$ cat config.mk
export PLATFORM = sky130hd
export DESIGN_NAME = dmem_lsu
export DESIGN_NICKNAME = d
export VERILOG_FILES = /design/src/rtl/dmem_lsu.sv
export SDC_FILE = /design/constraint.sdc
export NUM_CORES = 1
export LEC_CHECK = 0
export BUFFER_PORTS_ARGS = -buffer_cell sky130_fd_sc_hd__buf_2
export CORE_MARGIN = 2
export CORE_UTILIZATION = 50
export CTS_CLUSTER_DIAMETER = 30
export DETAILED_ROUTE_END_ITERATION = 8
export GPL_ROUTABILITY_DRIVEN = 0
export GPL_TIMING_DRIVEN = 1
export HOLD_SLACK_MARGIN = 0.05
export PLACE_DENSITY_LB_ADDON = 0.05
export SYNTH_ARGS = -nofsm -noshare
export SYNTH_HDL_FRONTEND = slang
export SYNTH_SLANG_ARGS = --single-unit
$ cat constraint.sdc
create_clock -name clock -period 2.98 [get_ports clock]
set_input_delay 0.894 -clock clock [delete_from_list [all_inputs] [get_ports clock]]
set_output_delay 0.894 -clock clock [all_outputs]
set_load 0.01 [all_outputs]
$ cat src/rtl/dmem_lsu.sv
// Load/store unit between the MEM stage and a big-endian, word-wide data memory.
// Handles byte/half/word loads (sign/zero extended) and stores (read-modify-write
// for sub-word), with alignment fault detection.
//
// Ports:
//   clock, reset                 rising-edge clock, synchronous active-high reset
//   req_valid/req_ready          request handshake (ready only in IDLE)
//   req_write, req_size,         request type, size (00 b, 01 h, 10 w, 11 rsvd),
//   req_unsigned, req_addr,      load extension mode, byte address,
//   req_wdata                    right-justified store data
//   resp_valid                   one-cycle completion pulse
//   resp_rdata, resp_fault       extended load data / fault flag, held until next response
//   mem_read, mem_write,         data-memory strobes
//   mem_addr, mem_wdata          word-aligned address, big-endian write data
//   mem_rdata                    data-memory read data (combinational)
module dmem_lsu #(
  parameter int unsigned ADDR_W = 8
) (
  input  logic              clock,
  input  logic              reset,
  input  logic              req_valid,
  output logic              req_ready,
  input  logic              req_write,
  input  logic [1:0]        req_size,
  input  logic              req_unsigned,
  input  logic [ADDR_W-1:0] req_addr,
  input  logic [31:0]       req_wdata,
  output logic              resp_valid,
  output logic [31:0]       resp_rdata,
  output logic              resp_fault,
  output logic              mem_read,
  output logic              mem_write,
  output logic [ADDR_W-1:0] mem_addr,
  output logic [31:0]       mem_wdata,
  input  logic [31:0]       mem_rdata
);

  localparam int unsigned DATA_W = 32;

  typedef enum logic [1:0] {IDLE, RD, WR, RESP} state_t;

  state_t              state, state_next;
  logic                accept_c;
  logic                req_fault_c;
  logic                r_write;
  logic [1:0]          r_size;
  logic                r_unsigned;
  logic [ADDR_W-1:0]   r_addr;
  logic [DATA_W-1:0]   wbuf;
  logic [1:0]          off_c;
  logic [4:0]          bsh_c;
  logic [4:0]          hsh_c;
  logic [DATA_W-1:0]   bword_c;
  logic [DATA_W-1:0]   hword_c;
  logic [DATA_W-1:0]   load_c;
  logic [DATA_W-1:0]   merge_c;
  logic [ADDR_W-1:0]   base_c;

  // Alignment / reserved-size fault decode on the incoming request.
  function automatic logic is_fault(input logic [1:0] size, input logic [1:0] off);
    logic f;
    case (size)
      2'b00:   f = 1'b0;
      2'b01:   f = off[0];
      2'b10:   f = (off != 2'b00);
      default: f = 1'b1;
    endcase
    return f;
  endfunction

  assign accept_c    = req_valid && (state == IDLE);
  assign req_fault_c = is_fault(req_size, req_addr[1:0]);

  // State register.
  always_ff @(posedge clock) begin
    if (reset) state <= IDLE;
    else       state <= state_next;
  end

  // Next-state logic. Word stores skip the read; sub-word stores read first.
  always_comb begin
    state_next = state;
    case (state)
      IDLE: begin
        if (accept_c) begin
          if (req_fault_c)                          state_next = RESP;
          else if (req_write && req_size == 2'b10) state_next = WR;
          else                                      state_next = RD;
        end
      end
      RD:      state_next = r_write ? WR : RESP;
      WR:      state_next = RESP;
      RESP:    state_next = IDLE;
      default: state_next = IDLE;
    endcase
  end

  // Big-endian lane shifts: byte at off sits at bit 8*(3-off), half at 8*(2-off).
  assign off_c   = r_addr[1:0];
  assign bsh_c   = {2'(2'd3 - off_c), 3'b000};
  assign hsh_c   = {2'(2'd2 - off_c), 3'b000};
  assign bword_c = mem_rdata >> bsh_c;
  assign hword_c = mem_rdata >> hsh_c;
  assign base_c  = {r_addr[ADDR_W-1:2], 2'b00};

  // Load extraction with extension, and store lane merge into the old word.
  always_comb begin
    load_c  = mem_rdata;
    merge_c = r_wdata_word();
    case (r_size)
      2'b00: begin
        load_c  = r_unsigned ? {24'd0, bword_c[7:0]} : {{24{bword_c[7]}}, bword_c[7:0]};
        merge_c = (mem_rdata & ~(32'h0000_00FF << bsh_c)) | ({24'd0, wbuf[7:0]} << bsh_c);
      end
      2'b01: begin
        load_c  = r_unsigned ? {16'd0, hword_c[15:0]} : {{16{hword_c[15]}}, hword_c[15:0]};
        merge_c = (mem_rdata & ~(32'h0000_FFFF << hsh_c)) | ({16'd0, wbuf[15:0]} << hsh_c);
      end
      default: ;
    endcase
  end

  function automatic logic [DATA_W-1:0] r_wdata_word();
    return wbuf;
  endfunction

  // Request capture, write buffer and response registers.
  always_ff @(posedge clock) begin
    if (reset) begin
      r_write    <= 1'b0;
      r_size     <= 2'b00;
      r_unsigned <= 1'b0;
      r_addr     <= '0;
      wbuf       <= '0;
      resp_rdata <= '0;
      resp_fault <= 1'b0;
    end else begin
      if (accept_c) begin
        r_write    <= req_write;
        r_size     <= req_size;
        r_unsigned <= req_unsigned;
        r_addr     <= req_addr;
        wbuf       <= req_wdata;
        if (req_fault_c) begin
          resp_fault <= 1'b1;
          resp_rdata <= '0;
        end
      end
      if (state == RD) begin
        if (r_write) begin
          wbuf <= merge_c;
        end else begin
          resp_rdata <= load_c;
          resp_fault <= 1'b0;
        end
      end
      if (state == WR) begin
        resp_rdata <= '0;
        resp_fault <= 1'b0;
      end
    end
  end

  // Handshake and memory bus decode; a reset during WR suppresses the write.
  assign req_ready  = (state == IDLE);
  assign resp_valid = (state == RESP);
  assign mem_read   = (state == RD);
  assign mem_write  = (state == WR) && !reset;
  assign mem_addr   = (state == RD || state == WR) ? base_c : '0;
  assign mem_wdata  = (state == WR) ? wbuf : '0;

endmodule

==> impl_metrics.json <==
{
  "status": "finished clean",
  "power.total_mw": 5.11,
  "yosysTopAreaCell": "dfxtp_1",
  "synthCells": 685,
  "hold_violations": 0,
  "grt_pass1_vias": 5458,
  "io_pins": 156,
  "rsz0062_at_grt": "false",
  "cp-end-kind": "output port",
  "synth_ff_type": "dfxtp_1",
  "synth.area.top_cells": "dfxtp_1 (29%), mux2i_1 (7.8%), a21oi_1 (4.7%), and2_1 (4.5%), nand2_1 (4.4%)",
  "yosysTopAreaCellShare": 0.293,
  "cts_setup_buffers": 0,
  "synthDistinctLibCells": 55,
  "fp.dieArea_um2": 11600,
  "cts_buffer_depth": 2,
  "clock.fmax_mhz": 389,
  "cts-root-buf": "clkbuf_8",
  "cp.arrival_ps": 1680,
  "overflow": 0,
  "fillers": 970,
  "fin_crit_sh": 0.863,
  "areaGrowthSynthToFinish_pct": 19.9,
  "syn_area_per_cell_um2": 7.87,
  "synth_seq_cells": 79,
  "antennaDiodeCount": 0,
  "cts_tree": "built",
  "hold_class": "register to register",
  "cp.required_ps": 2090,
  "vias": 5872,
  "nNetsFinal": 899,
  "crit_buf_inv": 3,
  "dieHeight_um": 108,
  "p_leak_nw": 2.62,
  "vdd_ir_drop_max_mv": 0.411,
  "tns_ps": 0,
  "holdBufCountCts": 0,
  "grt_pass1_wl_um": 28700,
  "wl_um": 18500,
  "dr_wl_met2_um": 8620,
  "cellPowerDensity_nw_per_um2": 790,
  "path_class": "register to output port",
  "drc": 0,
  "die_w_um": 108,
  "met1_length_um": 7780,
  "coreArea_um2": 10400,
  "synthTopCellsByCount": "dfxtp_1 (79), nand2_1 (63), a21oi_1 (51)",
  "wl_met3_um": 1510,
  "worstSetupStartpointType": "register",
  "antenna_found_initial": 0,
  "relSlewSlack": 0.432,
  "postRouteAntennaNets": 0,
  "setup_violations": 0,
  "fin_skew_ps": 10.5,
  "synth.most_common_cell": "dfxtp_1",
  "post_cts_resized": 0,
  "clkTransAtPathRegs_ps": 80,
  "place_hpwl_um": 13600,
  "slew_viol_final": 0,
  "cts_sinks": 79,
  "cts_max_level": 3,
  "clock_latency_ps": 360,
  "drt_pass1_iterations": 5,
  "ys_seq_area_frac": 0.293,
  "track_usage": 0.317,
  "drive_gt1_frac": 0.268,
  "synth_area_um2": 5390,
  "grt_max_degree": 49,
  "port_buffers": 153,
  "async_flop_share": 0,
  "cp_cell_sequence": "inv_1, ha_1, buf_4, nor2b_1, buf_2",
  "start_util": 0.518,
  "drt_iter0_drc": 560,
  "via_per_inst": 6.17,
  "cp_max_fo": 33,
  "worstMarginPinSlew_ps": 845,
  "ys_warn_count": 0,
  "worst_path_max_delay_cell": "dfxtp_1",
  "synth_edf_count": 0,
  "maxUsedRoutingLayer": "met4",
  "fin_crit_ps": 2570,
  "std_cell_rows": 37,
  "wl_per_cell_um": 19.4,
  "cts_made_buffers": 9,
  "critPathTopFamily": "buffers and inverters",
  "critical-path-max-stage-delay_ps": 340,
  "drv_cap": 0
}
## worst paths after layout
check                               from                     end  slack [ps]  depth (start not counted)
setup / recovery   state[0]$_SDFFE_PP0P_               mem_write         410                          5
hold / removal    r_addr[4]$_SDFFE_PP0N_  r_addr[4]$_SDFFE_PP0N_         460                          2
setup reg to reg  r_size[1]$_SDFFE_PP0N_    wbuf[8]$_SDFFE_PP0P_         720                          5
hold reg to reg   r_addr[4]$_SDFFE_PP0N_  r_addr[4]$_SDFFE_PP0N_         460                          2
## per-stage QoR
step	area (µm²)	hold WS (ps)	instances	util	setup WS [ps]
after floorplan	5400	432	686	-	724
after global placement	6240	436	936	0.599	544
after detailed placement	6240	445	936	0.599	446
after CTS	6460	456	952	0.621	391
after global routing	6460	478	952	0.621	263
final	6460	456	952	0.621	408
## worst register-to-register path, delay by kind of cell, from the launching register on
kind	cells	cell delay [ps]
AOI/OAI and AO/OA	2	570
buffers and inverters	2	500
DFF	1	590
and+or+nand+nor	1	480
## kinds of logic after synthesis
| kind of cell | Yosys count | share of synthesized area |
|---|---|---|
| flip-flops | 79 | 0.293 |
| adder cells (fa/ha/maj) | 9 | 0.0209 |
| buffers and inverters | 79 | 0.0629 |
| AND/OR/NAND/NOR | 213 | 0.195 |
| other | 1 | 0.000696 |
| AO/OA/AOI/OAI | 246 | 0.309 |
| multiplexers | 58 | 0.118 |
## placed cells by master (no fill, tap or decap), types with 15 or more instances in the layout
master	count
a211oi_1	29
a21oi_1	51
a22oi_1	28
a31oi_1	23
and2_1	39
buf_2	153
buf_4	26
dfxtp_1	78
mux2i_1	42
nand2_1	63
nand2b_1	15
nor2_1	50
o21ai_0	40
## where the power goes
group	switching [mW]	leakage, nW	internal [mW]
clock network	0.409	0.114	0.495
registers	0.263	0.648	1.36
logic	1.56	1.86	1.03
## sequential cells by signal (all words and copies together), names as in the netlist
| register | flops |
|---|---|
| wbuf | 32 |
| state | 2 |
| r_write | 1 |
| r_unsigned | 1 |
| r_size | 2 |
| resp_rdata | 32 |
| r_addr | 8 |
| resp_fault | 1 |
## routing by layer
metal	up-vias	global-route usage
met5	-	0
met4	0	0.151
met3	46	0.0508
met2	295	0.497
met1	2747	0.423
li1	2784	-
## final cells by class
| class | instances | area, µm² | area share |
|---|---|---|---|
| repair buffers | 179 | 961 | 0.149 |
| inverters | 14 | 52.6 | 0.00813 |
| clock buffers | 11 | 141 | 0.0219 |
| multi-input cells | 528 | 3480 | 0.538 |
| well taps | 136 | 170 | 0.0263 |
| clock inverters | 5 | 78.8 | 0.0122 |
| flip-flops and latches | 79 | 1580 | 0.245 |
(Power assumes the default switching activity.)
